$ cat config.mk
export PLATFORM = sky130hd
export DESIGN_NAME = sram_stream_reader_flat
export DESIGN_NICKNAME = d
export VERILOG_FILES = /design/src/rtl/sram_stream_reader_pkg.sv /design/src/rtl/sram_stream_reader_if.sv /design/src/rtl/sram_stream_reader_fifo.sv /design/src/rtl/sram_stream_reader.sv /design/src/flat_wrapper.sv
export SDC_FILE = /design/constraint.sdc
export NUM_CORES = 1
export LEC_CHECK = 0
export ABC_AREA = 1
export ABC_CLOCK_PERIOD_IN_PS = 5120
export CORE_ASPECT_RATIO = 1.1
export CORE_MARGIN = 1.5
export CORE_UTILIZATION = 50
export CTS_CLUSTER_SIZE = 20
export DETAILED_ROUTE_END_ITERATION = 8
export PLACE_DENSITY = 0.75
export SYNTH_ARGS = -nofsm -noshare
export SYNTH_HDL_FRONTEND = slang
export SYNTH_SLANG_ARGS = --single-unit
export TNS_END_PERCENT = 30
$ cat constraint.sdc
create_clock -name clk -period 5.12 [get_ports clk]
set_clock_uncertainty 0.05 [all_clocks]
set_input_delay 0.768 -clock clk [delete_from_list [all_inputs] [get_ports clk]]
set_output_delay 0.768 -clock clk [all_outputs]
set_load 0.02 [all_outputs]
$ cat src/rtl/sram_stream_reader_pkg.sv
// Shared definitions for clients of the 16K x 16 packet SRAM.
// Read-side FSM states and SRAM geometry live here.
package hydra_sram_pkg;

  localparam int SRAM_ADDR_W = 14;
  localparam int SRAM_DATA_W = 16;

  typedef logic [SRAM_ADDR_W-1:0] sram_addr_t;

  typedef enum logic [1:0] {
    IDLE,
    ISSUE,
    DRAIN
  } rd_state_e;

endpackage

$ cat src/rtl/sram_stream_reader_if.sv
// Job request, SRAM read port and output stream of the SRAM stream reader.
// The slave modport is the reader's view; master is the surrounding system.
import hydra_sram_pkg::*;

interface sram_stream_reader_if #(
  parameter int ADDR_W = SRAM_ADDR_W,
  parameter int DATA_W = SRAM_DATA_W,
  parameter int LEN_W  = 10
);

  logic              req_valid;
  logic              req_ready;
  logic [ADDR_W-1:0] req_addr;
  logic [LEN_W-1:0]  req_len;

  logic              rd_en;
  logic [ADDR_W-1:0] rd_addr;
  logic [DATA_W-1:0] rd_data;

  logic              out_valid;
  logic              out_ready;
  logic [DATA_W-1:0] out_data;
  logic              out_last;

  modport slave (
    input  req_valid, req_addr, req_len, rd_data, out_ready,
    output req_ready, rd_en, rd_addr, out_valid, out_data, out_last
  );

  modport master (
    output req_valid, req_addr, req_len, rd_data, out_ready,
    input  req_ready, rd_en, rd_addr, out_valid, out_data, out_last
  );

endinterface

$ cat src/rtl/sram_stream_reader_fifo.sv
// Small first-word-fall-through FIFO holding SRAM words plus their last tag.
// Storage is flop-based and cleared on reset so the head reads zero afterwards.
module sram_rd_fifo
  import hydra_sram_pkg::*;
#(
  parameter int WIDTH = SRAM_DATA_W + 1,
  parameter int DEPTH = 4
) (
  input  logic                     clk,
  input  logic                     rst_n,
  input  logic                     push,
  input  logic [WIDTH-1:0]         push_data,
  input  logic                     pop,
  output logic [WIDTH-1:0]         head_data,
  output logic [$clog2(DEPTH):0]   count,
  output logic                     empty,
  output logic                     full
);

  localparam int AW = $clog2(DEPTH);

  logic [WIDTH-1:0] mem [DEPTH];
  logic [AW-1:0]    wr_idx;
  logic [AW-1:0]    rd_idx;
  logic             do_push;
  logic             do_pop;

  assign do_push   = push && !full;
  assign do_pop    = pop && !empty;
  assign empty     = (count == '0);
  assign full      = (count == (AW+1)'(DEPTH));
  assign head_data = mem[rd_idx];

  always_ff @(posedge clk or negedge rst_n) begin
    if (!rst_n) begin
      for (int i = 0; i < DEPTH; i++) begin
        mem[i] <= '0;
      end
      wr_idx <= '0;
      rd_idx <= '0;
      count  <= '0;
    end else begin
      if (do_push) begin
        mem[wr_idx] <= push_data;
        wr_idx      <= wr_idx + AW'(1);
      end
      if (do_pop) begin
        rd_idx <= rd_idx + AW'(1);
      end
      case ({do_push, do_pop})
        2'b10:   count <= count + (AW+1)'(1);
        2'b01:   count <= count - (AW+1)'(1);
        default: count <= count;
      endcase
    end
  end

endmodule

$ cat src/rtl/sram_stream_reader.sv
// Streams a job of consecutive SRAM words out as a valid/ready stream with a last marker.
// Reads are only issued when the output FIFO has room for every word already in flight.
module sram_stream_reader
  import hydra_sram_pkg::*;
#(
  parameter int ADDR_W     = SRAM_ADDR_W,
  parameter int DATA_W     = SRAM_DATA_W,
  parameter int LEN_W      = 10,
  parameter int FIFO_DEPTH = 4
) (
  input  logic                  clk,
  input  logic                  rst_n,
  sram_stream_reader_if.slave   bus,
  output logic                  busy
);

  localparam int CW = $clog2(FIFO_DEPTH);

  rd_state_e         state;
  rd_state_e         next_state;
  logic [ADDR_W-1:0] rd_ptr;
  logic [LEN_W-1:0]  remain;
  logic              rd_pending;
  logic              last_tag_d;
  logic              idle_ready;
  logic              accept;
  logic              issue;
  logic              pop;
  logic              credit_ok;
  logic [CW:0]       credit_used;
  logic [CW:0]       fifo_count;
  logic              fifo_empty;
  logic              fifo_full;
  logic [DATA_W:0]   head;

  // Words in the FIFO plus the word returning from the SRAM this cycle must fit.
  assign credit_used = fifo_count + {{CW{1'b0}}, rd_pending};
  assign credit_ok   = credit_used < (CW+1)'(FIFO_DEPTH);

  assign accept = idle_ready && bus.req_valid;
  assign pop    = !fifo_empty && bus.out_ready;

  assign bus.req_ready = idle_ready && rst_n;
  assign bus.rd_en     = issue;
  assign bus.rd_addr   = rd_ptr;
  assign bus.out_valid = !fifo_empty;
  assign bus.out_data  = head[DATA_W-1:0];
  assign bus.out_last  = head[DATA_W];
  assign busy          = (state != IDLE);

  always_ff @(posedge clk or negedge rst_n) begin
    if (!rst_n) begin
      state      <= IDLE;
      rd_ptr     <= '0;
      remain     <= '0;
      rd_pending <= 1'b0;
      last_tag_d <= 1'b0;
    end else begin
      state      <= next_state;
      rd_pending <= issue;
      last_tag_d <= issue && (remain == LEN_W'(1));
      if (accept && (bus.req_len != '0)) begin
        rd_ptr <= bus.req_addr;
        remain <= bus.req_len;
      end else if (issue) begin
        rd_ptr <= rd_ptr + ADDR_W'(1);
        remain <= remain - LEN_W'(1);
      end
    end
  end

  always_comb begin
    next_state = state;
    idle_ready = 1'b0;
    issue      = 1'b0;
    unique case (state)
      IDLE: begin
        idle_ready = 1'b1;
        if (bus.req_valid && (bus.req_len != '0)) begin
          next_state = ISSUE;
        end
      end
      ISSUE: begin
        issue = credit_ok && !fifo_full;
        if (issue && (remain == LEN_W'(1))) begin
          next_state = DRAIN;
        end
      end
      DRAIN: begin
        if (pop && head[DATA_W]) begin
          next_state = IDLE;
        end
      end
      default: next_state = IDLE;
    endcase
  end

  sram_rd_fifo #(
    .WIDTH (DATA_W + 1),
    .DEPTH (FIFO_DEPTH)
  ) u_fifo (
    .clk       (clk),
    .rst_n     (rst_n),
    .push      (rd_pending),
    .push_data ({last_tag_d, bus.rd_data}),
    .pop       (pop),
    .head_data (head),
    .count     (fifo_count),
    .empty     (fifo_empty),
    .full      (fifo_full)
  );

endmodule
$ cat src/flat_wrapper.sv
// flat-port wrapper written by rule: the top's interface ports become plain ports
module sram_stream_reader_flat import hydra_sram_pkg::*;
#(
  parameter int ADDR_W     = SRAM_ADDR_W,
  parameter int DATA_W     = SRAM_DATA_W,
  parameter int LEN_W      = 10,
  parameter int FIFO_DEPTH = 4
)
  (clk, rst_n, busy, bus_req_valid, bus_req_addr, bus_req_len, bus_rd_data, bus_out_ready, bus_req_ready, bus_rd_en, bus_rd_addr, bus_out_valid, bus_out_data, bus_out_last);
  sram_stream_reader_if #(.ADDR_W(ADDR_W), .DATA_W(DATA_W), .LEN_W(LEN_W)) bus_i ();
  input  logic clk;
  input  logic rst_n;
  output logic busy;
  input wire logic [$bits(bus_i.req_valid)-1:0] bus_req_valid;
  input wire logic [$bits(bus_i.req_addr)-1:0] bus_req_addr;
  input wire logic [$bits(bus_i.req_len)-1:0] bus_req_len;
  input wire logic [$bits(bus_i.rd_data)-1:0] bus_rd_data;
  input wire logic [$bits(bus_i.out_ready)-1:0] bus_out_ready;
  output wire logic [$bits(bus_i.req_ready)-1:0] bus_req_ready;
  output wire logic [$bits(bus_i.rd_en)-1:0] bus_rd_en;
  output wire logic [$bits(bus_i.rd_addr)-1:0] bus_rd_addr;
  output wire logic [$bits(bus_i.out_valid)-1:0] bus_out_valid;
  output wire logic [$bits(bus_i.out_data)-1:0] bus_out_data;
  output wire logic [$bits(bus_i.out_last)-1:0] bus_out_last;
  assign bus_i.req_valid = bus_req_valid;
  assign bus_i.req_addr = bus_req_addr;
  assign bus_i.req_len = bus_req_len;
  assign bus_i.rd_data = bus_rd_data;
  assign bus_i.out_ready = bus_out_ready;
  assign bus_req_ready = bus_i.req_ready;
  assign bus_rd_en = bus_i.rd_en;
  assign bus_rd_addr = bus_i.rd_addr;
  assign bus_out_valid = bus_i.out_valid;
  assign bus_out_data = bus_i.out_data;
  assign bus_out_last = bus_i.out_last;
  sram_stream_reader #(.ADDR_W(ADDR_W), .DATA_W(DATA_W), .LEN_W(LEN_W), .FIFO_DEPTH(FIFO_DEPTH)) u_core (.clk(clk), .rst_n(rst_n), .bus(bus_i), .busy(busy));
endmodule
==> metrics <==
DIE AREA=11300 um2; Worst Reg-to-Reg Cells=9; Least-Margin Pin Slew=roughly 1.0 ns; Reg power frac=34.2%; Power Dens Cells=between 600 and 700 nW/um2; fin cells=852; Synth Instances=about 640; CTS hold repair buffers=0; 1st-iter DRT viols=228; DP Cell Count=~840; Internal Power=0.002472 W; share of cells above drive strength 1=8.886%; Post-synth top flop=dfrtp_1; Final min period=around 3.4 ns; CTS tree=yes; clock share of power=14.5%; leading area contributor after synthesis=dfrtp_1; Die H=111.4 um; # fillers=922; drt drc=0; core area=between 10000 and 15000 um2; Yosys warning total=0; number of placement rows=39; vias per cell=roughly 5.3; area share of the largest cell type after synthesis=48.30%; worst setup margin=1.713 ns; Final HPWL DP=approximately 7.6 mm; H-tree depth=3; NumNets Final=757; Power, Total=0.004391 W; worst endpoint required time=4.30 ns; die width=101.5 um; sw power=0.001918 W; synthesized area=5336 um2; Final period util=around two thirds; status=finished clean; fmax=293.5 MHz; pin count of the biggest net entering global routing=74; Post CTS Setup Buffer Count=0; drt total wl=about 12 mm; Post-synth top cells=120 x nand2_1, 103 x dfrtp_1, 99 x nand3_1; fraction of registers with async set/reset=100.0%; total negative slack=0 ns; Initial Util=around 50%; vias in the first global route=4409; post-CTS sizing=0; Final Core Density=between 60% and 70%; number of antenna violations at the first check in global routing=0; Avg Cell Area, Syn=8.299 um2; first-pass GRT wire length=19.87 mm; total clock sinks=103; all-layer global routing usage=21.63%; DRT antenna net count=0; FF+latch count, synth=103; grt total ovfl=0; Initial DRT Pass Iterations=4; sw frac=43.69%; total CTS buffers=9; Port-buffer cells=78; LEAKAGE=2.970 nW; pre-CTS WS=between 2 and 2.5 ns; CTS Buffer Depth=2; Worst-Skew Late Latency=~0.34 ns; area delta synth->final=19.60%; most common cell in the netlist=nand2_1; Max-Cap Viols=0; Netlist cell types=31; CP Max Fanout=18; peak supply drop=0.0003189 V; Post-synth EDFFs=0; GPL Wtd Cong=0.8433; Clock Root Buffer=clkbuf_16; Post-Syn Nets=696; Crit path arrival time=about 2.6 ns; final hold violations=0; # IOs=79; Seq/Total Area, Yosys=48.30%; Slew Viols, Final=0; combinational power share=51.3%; slew margin rel.=32.56%; HP Class=input pin to async pin; Worst Setup Path Type=flip-flop to output pin; crit path launch type=flip-flop; Crit. End Element=output pin; DR WL/cell=13.88 um; Via Count=4520; RSZ-0062 raised after global routing=false; diode count=0; Final Setup Violations=0; top cells by area, synth=dfrtp_1 48%, nand3_1 9.3%, nand2_1 8.4%; Worst-path clk slew=0.07 ns
## power by group through the flow
stage / Sequential [W] / Clock, W / Combinational (W)
global placement: 0.00149 / 0 / 0.00220
CTS: 0.00150 / 0.000652 / 0.00227
detailed placement: 0.00151 / 0 / 0.00226
finish: 0.00150 / 0.000636 / 0.00225
global route: 0.00155 / 0.000680 / 0.00251
floorplan: 0.00149 / 0 / 0.00157
## flip-flops by register name, indices dropped and copies added, names as in the netlist
register	count
u_core.remain	10
u_core.last_tag_d	1
u_core.bus.rd_addr	14
u_core.state	2
u_core.u_fifo.rd_idx	2
u_core.u_fifo.wr_idx	2
u_core.u_fifo.mem	68
u_core.rd_pending	1
u_core.u_fifo.count	3
## cells by family after synthesis
kind of cell / share of synthesized area, %
simple gates: 25.63
compound gates: 14.61
flops: 48.30
buf+inv: 7.737
xor+xnor: 1.477
fa+ha+maj: 2.251
## per-stage QoR
stage               hold slack (ns)  instance area [um2]
finish                       0.3017                 6382
global route                 0.3253                 6382
CTS                          0.3158                 6382
detailed placement           0.4131                 6106
global placement             0.4097                 6106
floorplan                    0.3996                 5336
## layer usage
metal,track usage [%],routed length [um]
met5,0,0
met4,6.389,108
met3,3.139,433
met2,37.24,5875
met1,28.06,5408
## worst max-delay path, stage by stage (launching register included)
cell and delay (ns):
dfrtp_1 0.60, inv_1 0.56, o21ai_0 0.18, o22ai_1 0.25, clkdlybuf4s50_1 0.66
## layout make-up
cell class | instances | area [um2] | share of cell area (%)
clock buffers | 11 | 242.7 | 3.803
clock inverters | 5 | 33.78 | 0.5293
inverters | 52 | 195.2 | 3.058
multi-input cells | 456 | 2346 | 36.76
flip-flops and latches | 103 | 2577 | 40.38
well taps | 143 | 178.9 | 2.803
repair buffers | 82 | 808.3 | 12.66
## cells in the final DEF (no fill, tap or decap), types with 2 or more instances in the layout
master	count
dfrtp_1	103
xnor2_1	2
clkdlybuf4s50_1	77
nand3_1	99
o22ai_1	16
o21ai_0	41
xor2_1	7
nand4_1	6
nand2_2	9
o21ai_1	44
inv_1	50
a21oi_1	3
or2_2	2
inv_2	2
o21ai_2	24
nor2_1	62
clkinv_2	2
clkinvlp_4	2
ha_1	8
nand2_1	120
buf_4	5
nand2_4	4
clkbuf_16	9
## final timing paths
path                                         startpoint                      to  slack, ns
worst max-delay path            u_core.u_fifo.rd_idx[1]        bus_out_data[15]       1.71
worst min-delay path                              rst_n    u_core.u_fifo.mem[3]       0.30
worst max register to register   u_core.u_fifo.count[2]  u_core.u_fifo.count[2]       3.04
worst min register to register    u_core.u_fifo.mem[27]   u_core.u_fifo.mem[27]       0.43
max in group asynchronous                         rst_n    u_core.u_fifo.mem[8]       3.46
min in group clk                  u_core.u_fifo.mem[27]   u_core.u_fifo.mem[27]       0.43
Note: power is estimated with default switching activity, not from simulation.
